<file path="config.mk">
export PLATFORM = sky130hd
export DESIGN_NAME = serdes_tx_8_1
export DESIGN_NICKNAME = d
export VERILOG_FILES = /design/src/rtl/serdes_tx_pkg.sv /design/src/rtl/serdes_tx_shift.sv /design/src/rtl/serdes_tx_8_1.sv
export SDC_FILE = /design/constraint.sdc
export NUM_CORES = 1
export LEC_CHECK = 0
export ABC_CLOCK_PERIOD_IN_PS = 2600
export CAP_MARGIN = 25
export CORE_MARGIN = 4
export CORE_UTILIZATION = 49
export DETAILED_ROUTE_END_ITERATION = 12
export PLACE_DENSITY = 0.85
export SLEW_MARGIN = 20
export SYNTH_ARGS = -nofsm -noshare
export SYNTH_HDL_FRONTEND = slang
export SYNTH_SLANG_ARGS = --single-unit
</file>
<file path="constraint.sdc">
create_clock -name clk_serdes_i -period 2.6 [get_ports clk_serdes_i]
set_clock_uncertainty 0.1 [all_clocks]
set_input_delay 0.52 -clock clk_serdes_i [delete_from_list [all_inputs] [get_ports clk_serdes_i]]
set_output_delay 0.52 -clock clk_serdes_i [all_outputs]
set_load 0.03 [all_outputs]
</file>
<file path="src/rtl/serdes_tx_pkg.sv">
// Shared definitions for the 8:1 serializer: FSM states, default line words
// and the user-word counter width used by both ends of the link.
package serdes_tx_pkg;

  typedef enum logic {
    TRAIN = 1'b0,
    DATA  = 1'b1
  } tx_state_t;

  localparam logic [7:0] TRAIN_WORD_DEF = 8'h55;
  localparam logic [7:0] IDLE_WORD_DEF  = 8'h01;
  localparam int         WORDS_CNT_W    = 16;

endpackage

</file>
<file path="src/rtl/serdes_tx_shift.sv">
// Load/shift register for the serializer: presents the MSB on the line,
// shifts left each cycle and reloads a whole word on the last bit.
module serdes_tx_shift #(
  parameter int WIDTH = 8
) (
  input  logic             clk,
  input  logic             rst,
  input  logic [WIDTH-1:0] load_word,
  output logic             serial,
  output logic             boundary,
  output logic             word_start
);

  localparam int                CNT_W = (WIDTH > 2) ? $clog2(WIDTH) : 1;
  localparam logic [CNT_W-1:0]  LAST  = CNT_W'(WIDTH - 1);

  logic [WIDTH-1:0] shift_q;
  logic [CNT_W-1:0] bit_cnt;

  // Reset parks the counter on the last bit so the first edge after release loads a word.
  always_ff @(posedge clk) begin
    if (rst) begin
      shift_q <= '1;
      bit_cnt <= LAST;
    end else if (boundary) begin
      shift_q <= load_word;
      bit_cnt <= '0;
    end else begin
      shift_q <= {shift_q[WIDTH-2:0], 1'b0};
      bit_cnt <= bit_cnt + CNT_W'(1);
    end
  end

  assign serial     = shift_q[WIDTH-1];
  assign boundary   = (bit_cnt == LAST);
  assign word_start = (bit_cnt == '0) && !rst;

endmodule

</file>
<file path="src/rtl/serdes_tx_8_1.sv">
// 8:1 word serializer: training burst after reset or retrain request, then
// user words MSB-first with IDLE_WORD filler whenever no word is offered.
module serdes_tx_8_1
  import serdes_tx_pkg::*;
#(
  parameter int               WIDTH       = 8,
  parameter int               TRAIN_COUNT = 10,
  parameter logic [WIDTH-1:0] TRAIN_WORD  = WIDTH'(TRAIN_WORD_DEF),
  parameter logic [WIDTH-1:0] IDLE_WORD   = WIDTH'(IDLE_WORD_DEF)
) (
  input  logic                   clk_serdes_i,
  input  logic                   rst,
  input  logic [WIDTH-1:0]       data_i,
  input  logic                   data_valid_i,
  output logic                   data_ready_o,
  input  logic                   retrain_i,
  output logic                   tx_data_o,
  output logic                   word_start_o,
  output logic                   training_o,
  output logic [WORDS_CNT_W-1:0] words_sent_o
);

  localparam int              WC_W    = (TRAIN_COUNT > 2) ? $clog2(TRAIN_COUNT) : 1;
  localparam logic [WC_W-1:0] WC_LAST = WC_W'(TRAIN_COUNT - 1);

  tx_state_t              state_q, state_d;
  logic [WC_W-1:0]        word_cnt_q, word_cnt_d;
  logic                   retrain_pend_q, retrain_pend_d;
  logic [WORDS_CNT_W-1:0] words_sent_q;
  logic [WIDTH-1:0]       next_word;
  logic                   boundary;
  logic                   accept;

  serdes_tx_shift #(.WIDTH(WIDTH)) u_shift (
    .clk        (clk_serdes_i),
    .rst        (rst),
    .load_word  (next_word),
    .serial     (tx_data_o),
    .boundary   (boundary),
    .word_start (word_start_o)
  );

  assign data_ready_o = (state_q == DATA) && boundary && !retrain_pend_q && !rst;
  assign accept       = data_ready_o && data_valid_i;

  // Word selection at each boundary; a retrain request arriving on the boundary
  // itself only takes effect at the following boundary.
  always_comb begin
    next_word      = IDLE_WORD;
    state_d        = state_q;
    word_cnt_d     = word_cnt_q;
    retrain_pend_d = retrain_pend_q;
    if (boundary) begin
      case (state_q)
        TRAIN: begin
          next_word = TRAIN_WORD;
          if (word_cnt_q == WC_LAST) begin
            word_cnt_d = '0;
            state_d    = DATA;
          end else begin
            word_cnt_d = word_cnt_q + WC_W'(1);
          end
        end
        DATA: begin
          if (retrain_pend_q) begin
            next_word      = TRAIN_WORD;
            retrain_pend_d = 1'b0;
            if (TRAIN_COUNT == 1) begin
              word_cnt_d = '0;
            end else begin
              word_cnt_d = WC_W'(1);
              state_d    = TRAIN;
            end
          end else if (data_valid_i) begin
            next_word = data_i;
          end
        end
        default: next_word = IDLE_WORD;
      endcase
    end
    if (retrain_i && (state_q == DATA) && !(boundary && retrain_pend_q)) begin
      retrain_pend_d = 1'b1;
    end
  end

  always_ff @(posedge clk_serdes_i) begin
    if (rst) begin
      state_q        <= TRAIN;
      word_cnt_q     <= '0;
      retrain_pend_q <= 1'b0;
      words_sent_q   <= '0;
    end else begin
      state_q        <= state_d;
      word_cnt_q     <= word_cnt_d;
      retrain_pend_q <= retrain_pend_d;
      if (accept) words_sent_q <= words_sent_q + WORDS_CNT_W'(1);
    end
  end

  assign training_o   = (state_q == TRAIN) || retrain_pend_q;
  assign words_sent_o = words_sent_q;

endmodule

</file>
==> qor.txt <==
top_reg_cell synth -> dfxtp_1
f_max -> 419 MHz
tightest slew margin relative to the limit -> 0.761
arrival time worst endpoint -> 1.77 ns
final wirelength -> 3.35 mm
crit path buf inv count -> 2
# clock sinks -> 33
postcts setup bufs -> 0
Static Leak -> 0.691 nW
die span in x -> 62.8 µm
Initial Util -> 0.525
hold_buf cts -> 0
Storage cell area -> 661 µm²
Vias -> 1,291
final cycle utilization of the critical path -> 0.918
initial antenna violation count -> 0
worst path cell trace -> buf_4 -> nand2b_1 -> clkdlybuf4s50_1
Yosys top cell by area -> dfxtp_1
# resized after CTS -> 0
post-synth cell types -> 32
hpwl dp -> 2.48 mm
crit path from -> state_q
Final #Nets -> 218
largest net degree at the start of global routing -> 35
# IOs -> 32
PwrDens -> 595 mW/mm²
grt ovf -> 0
Worst setup EP type -> primary output
CP top delay family -> buffers and inverters
row cnt -> 19
first-pass GRT wire length -> 5.84 mm
synthesized flop and latch total -> 33
Total Routing Usage GR -> 0.185
clock root buffer -> clkbuf_4
fillcell total -> 241
crit path max fanout -> 10
most instantiated cells after synthesis -> dfxtp_1, a21oi_1, nor2_1
Final Worst Setup Slack -> 0.214 ns
share of the yosys chip area belonging to registers -> 0.449
Cells after DPL -> 224
vias in the first global route -> 1,301
cts bufs inserted -> 5
Synth Instances -> 166
syn nets -> 184
share of layout cells above drive strength 1 -> 0.104
Worst-Margin Slew -> 0.359 ns
unrepaired setup endpoints after global routing -> no
Max Transition Viols Final -> 0
CP max stage delay -> 0.73 ns
Vias/cell -> 5.56
CTS clk-pin slew, worst paths -> 0.11 ns
Post-synth EDFFs -> 0
CP required -> 1.98 ns
Mapped Avg Cell Area -> 8.87 µm²
pre-CTS setup slack -> 0.0682 ns
endpoints failing hold -> 0
Synth area leaders -> dfxtp_1, a21oi_1, ha_1, nor2_1, nand2_1
status -> finished clean
Synth async-reset ratio -> 0
Layout area overhead -> 28.5%
htree depth -> 2
Netlist Area Pre-Place -> 0.00147 mm²
CTS tree -> built
# diodes -> 0
Port Buffers -> 31
core footprint -> 0.00281 mm²
Iter 0 DRT Violations -> 60
placer's final routability congestion estimate -> 0.799
startpoint types -> flop
Max Cap Violations -> 0
Slowest-stage cell, CP -> clkdlybuf4s50_1
post-synth top area share -> 0.449
clk_lat worst skew -> 0.34 ns
TNS Setup -> 0 ns
reg2reg setup slack -> 0.40 ns
Hold Path Class -> reg -> reg
WS Path Type -> reg -> out
clock buffer depth -> 2
most instantiated library cell after synthesis -> dfxtp_1
Die ar. -> 0.00395 mm²
Worst VDD drop -> 0.000538 V
Multi-input gate area -> 754 µm²
Worst R2R Start -> u_shift.bit_cnt[0]
WL per Instance -> 14.4 µm
drt pass-1 iters -> 4
height of the die -> 62.8 µm
Antenna Violating Nets Remaining -> 0
Hold Path Origin -> u_shift.shift_q[4]
Ys Warns -> 0
Tmin final -> 2.39 ns
fin util -> 0.675
DRC -> 0
Tot Pwr -> 1.13 mW
Non-Filler Instances -> 232
# setup viols final -> 0
-- power breakdown --
part           internal (mW)  switching, mW  total, mW
sequential             0.541         0.0196      0.560
clock                  0.230          0.177      0.407
combinational         0.0734         0.0862      0.160
total                  0.844          0.283       1.13
-- worst paths after layout --
path | to | depth (start not counted)
max | training_o | 3
max reg2reg | words_sent_o[12] | 6
min reg2reg | u_shift.shift_q[5] | 1
min | u_shift.shift_q[5] | 1
-- flip-flops by register name, summed over array words and instances (netlist names) --
name / cells
words_sent_o: 16
retrain_pend_q: 1
state_q: 1
u_shift.bit_cnt: 3
word_cnt_q: 4
u_shift.shift_q: 8
-- per-layer routing --
| layer | track usage | share of wire | vias to the layer above |
|---|---|---|---|
| met5 | 0 | 0 | - |
| met4 | 0.0441 | 0.0095 | 0 |
| met3 | 0.0791 | 0.057 | 4 |
| met2 | 0.328 | 0.51 | 35 |
| met1 | 0.202 | 0.43 | 606 |
| li1 | - | - | 646 |
-- logic make-up (layout without fill, tap and decap cells) --
group                    count (synthesis)  in the layout  share of synthesized area
flip-flops                              33             33                      0.449
AND/OR/NAND/NOR                         72             72                      0.270
buffers and inverters                   13             48                     0.0391
AO/OA/AOI/OAI                           32             32                      0.132
adder cells (fa/ha/maj)                  6              6                     0.0510
XOR/XNOR                                10             10                     0.0595
-- final cells by class --
type,instances,area share
well taps,31,0.0205
clock buffers,7,0.0291
flip-flops and latches,33,0.349
repair buffers,35,0.177
clock inverters,1,0.0159
inverters,5,0.00991
multi-input cells,120,0.399
-- through the flow --
step / hold slack [ns] / instance area [µm²]
final: 0.373 / 1890
after global routing: 0.397 / 1890
after CTS: 0.373 / 1890
after floorplan: 0.332 / 1470
after global placement: 0.343 / 1810
after detailed placement: 0.347 / 1810
-- cell usage in the layout, fill, tap and decap left out, types with 2 or more instances in the layout --
master	n
dfxtp_1	33
clkdlybuf4s50_1	29
a21oi_1	17
nor2_1	17
nand2_1	15
nor3_1	8
xnor2_1	6
ha_1	6
buf_4	6
inv_1	5
or2_2	5
o21ai_0	5
or3_1	5
clkbuf_4	5
a221o_1	4
nand3_1	4
nand4_1	4
xor2_1	4
o21bai_1	3
nand2b_1	2
nor3b_1	2
or4_4	2
nor4_1	2
No activity file was read; power rests on OpenSTA's default activity.
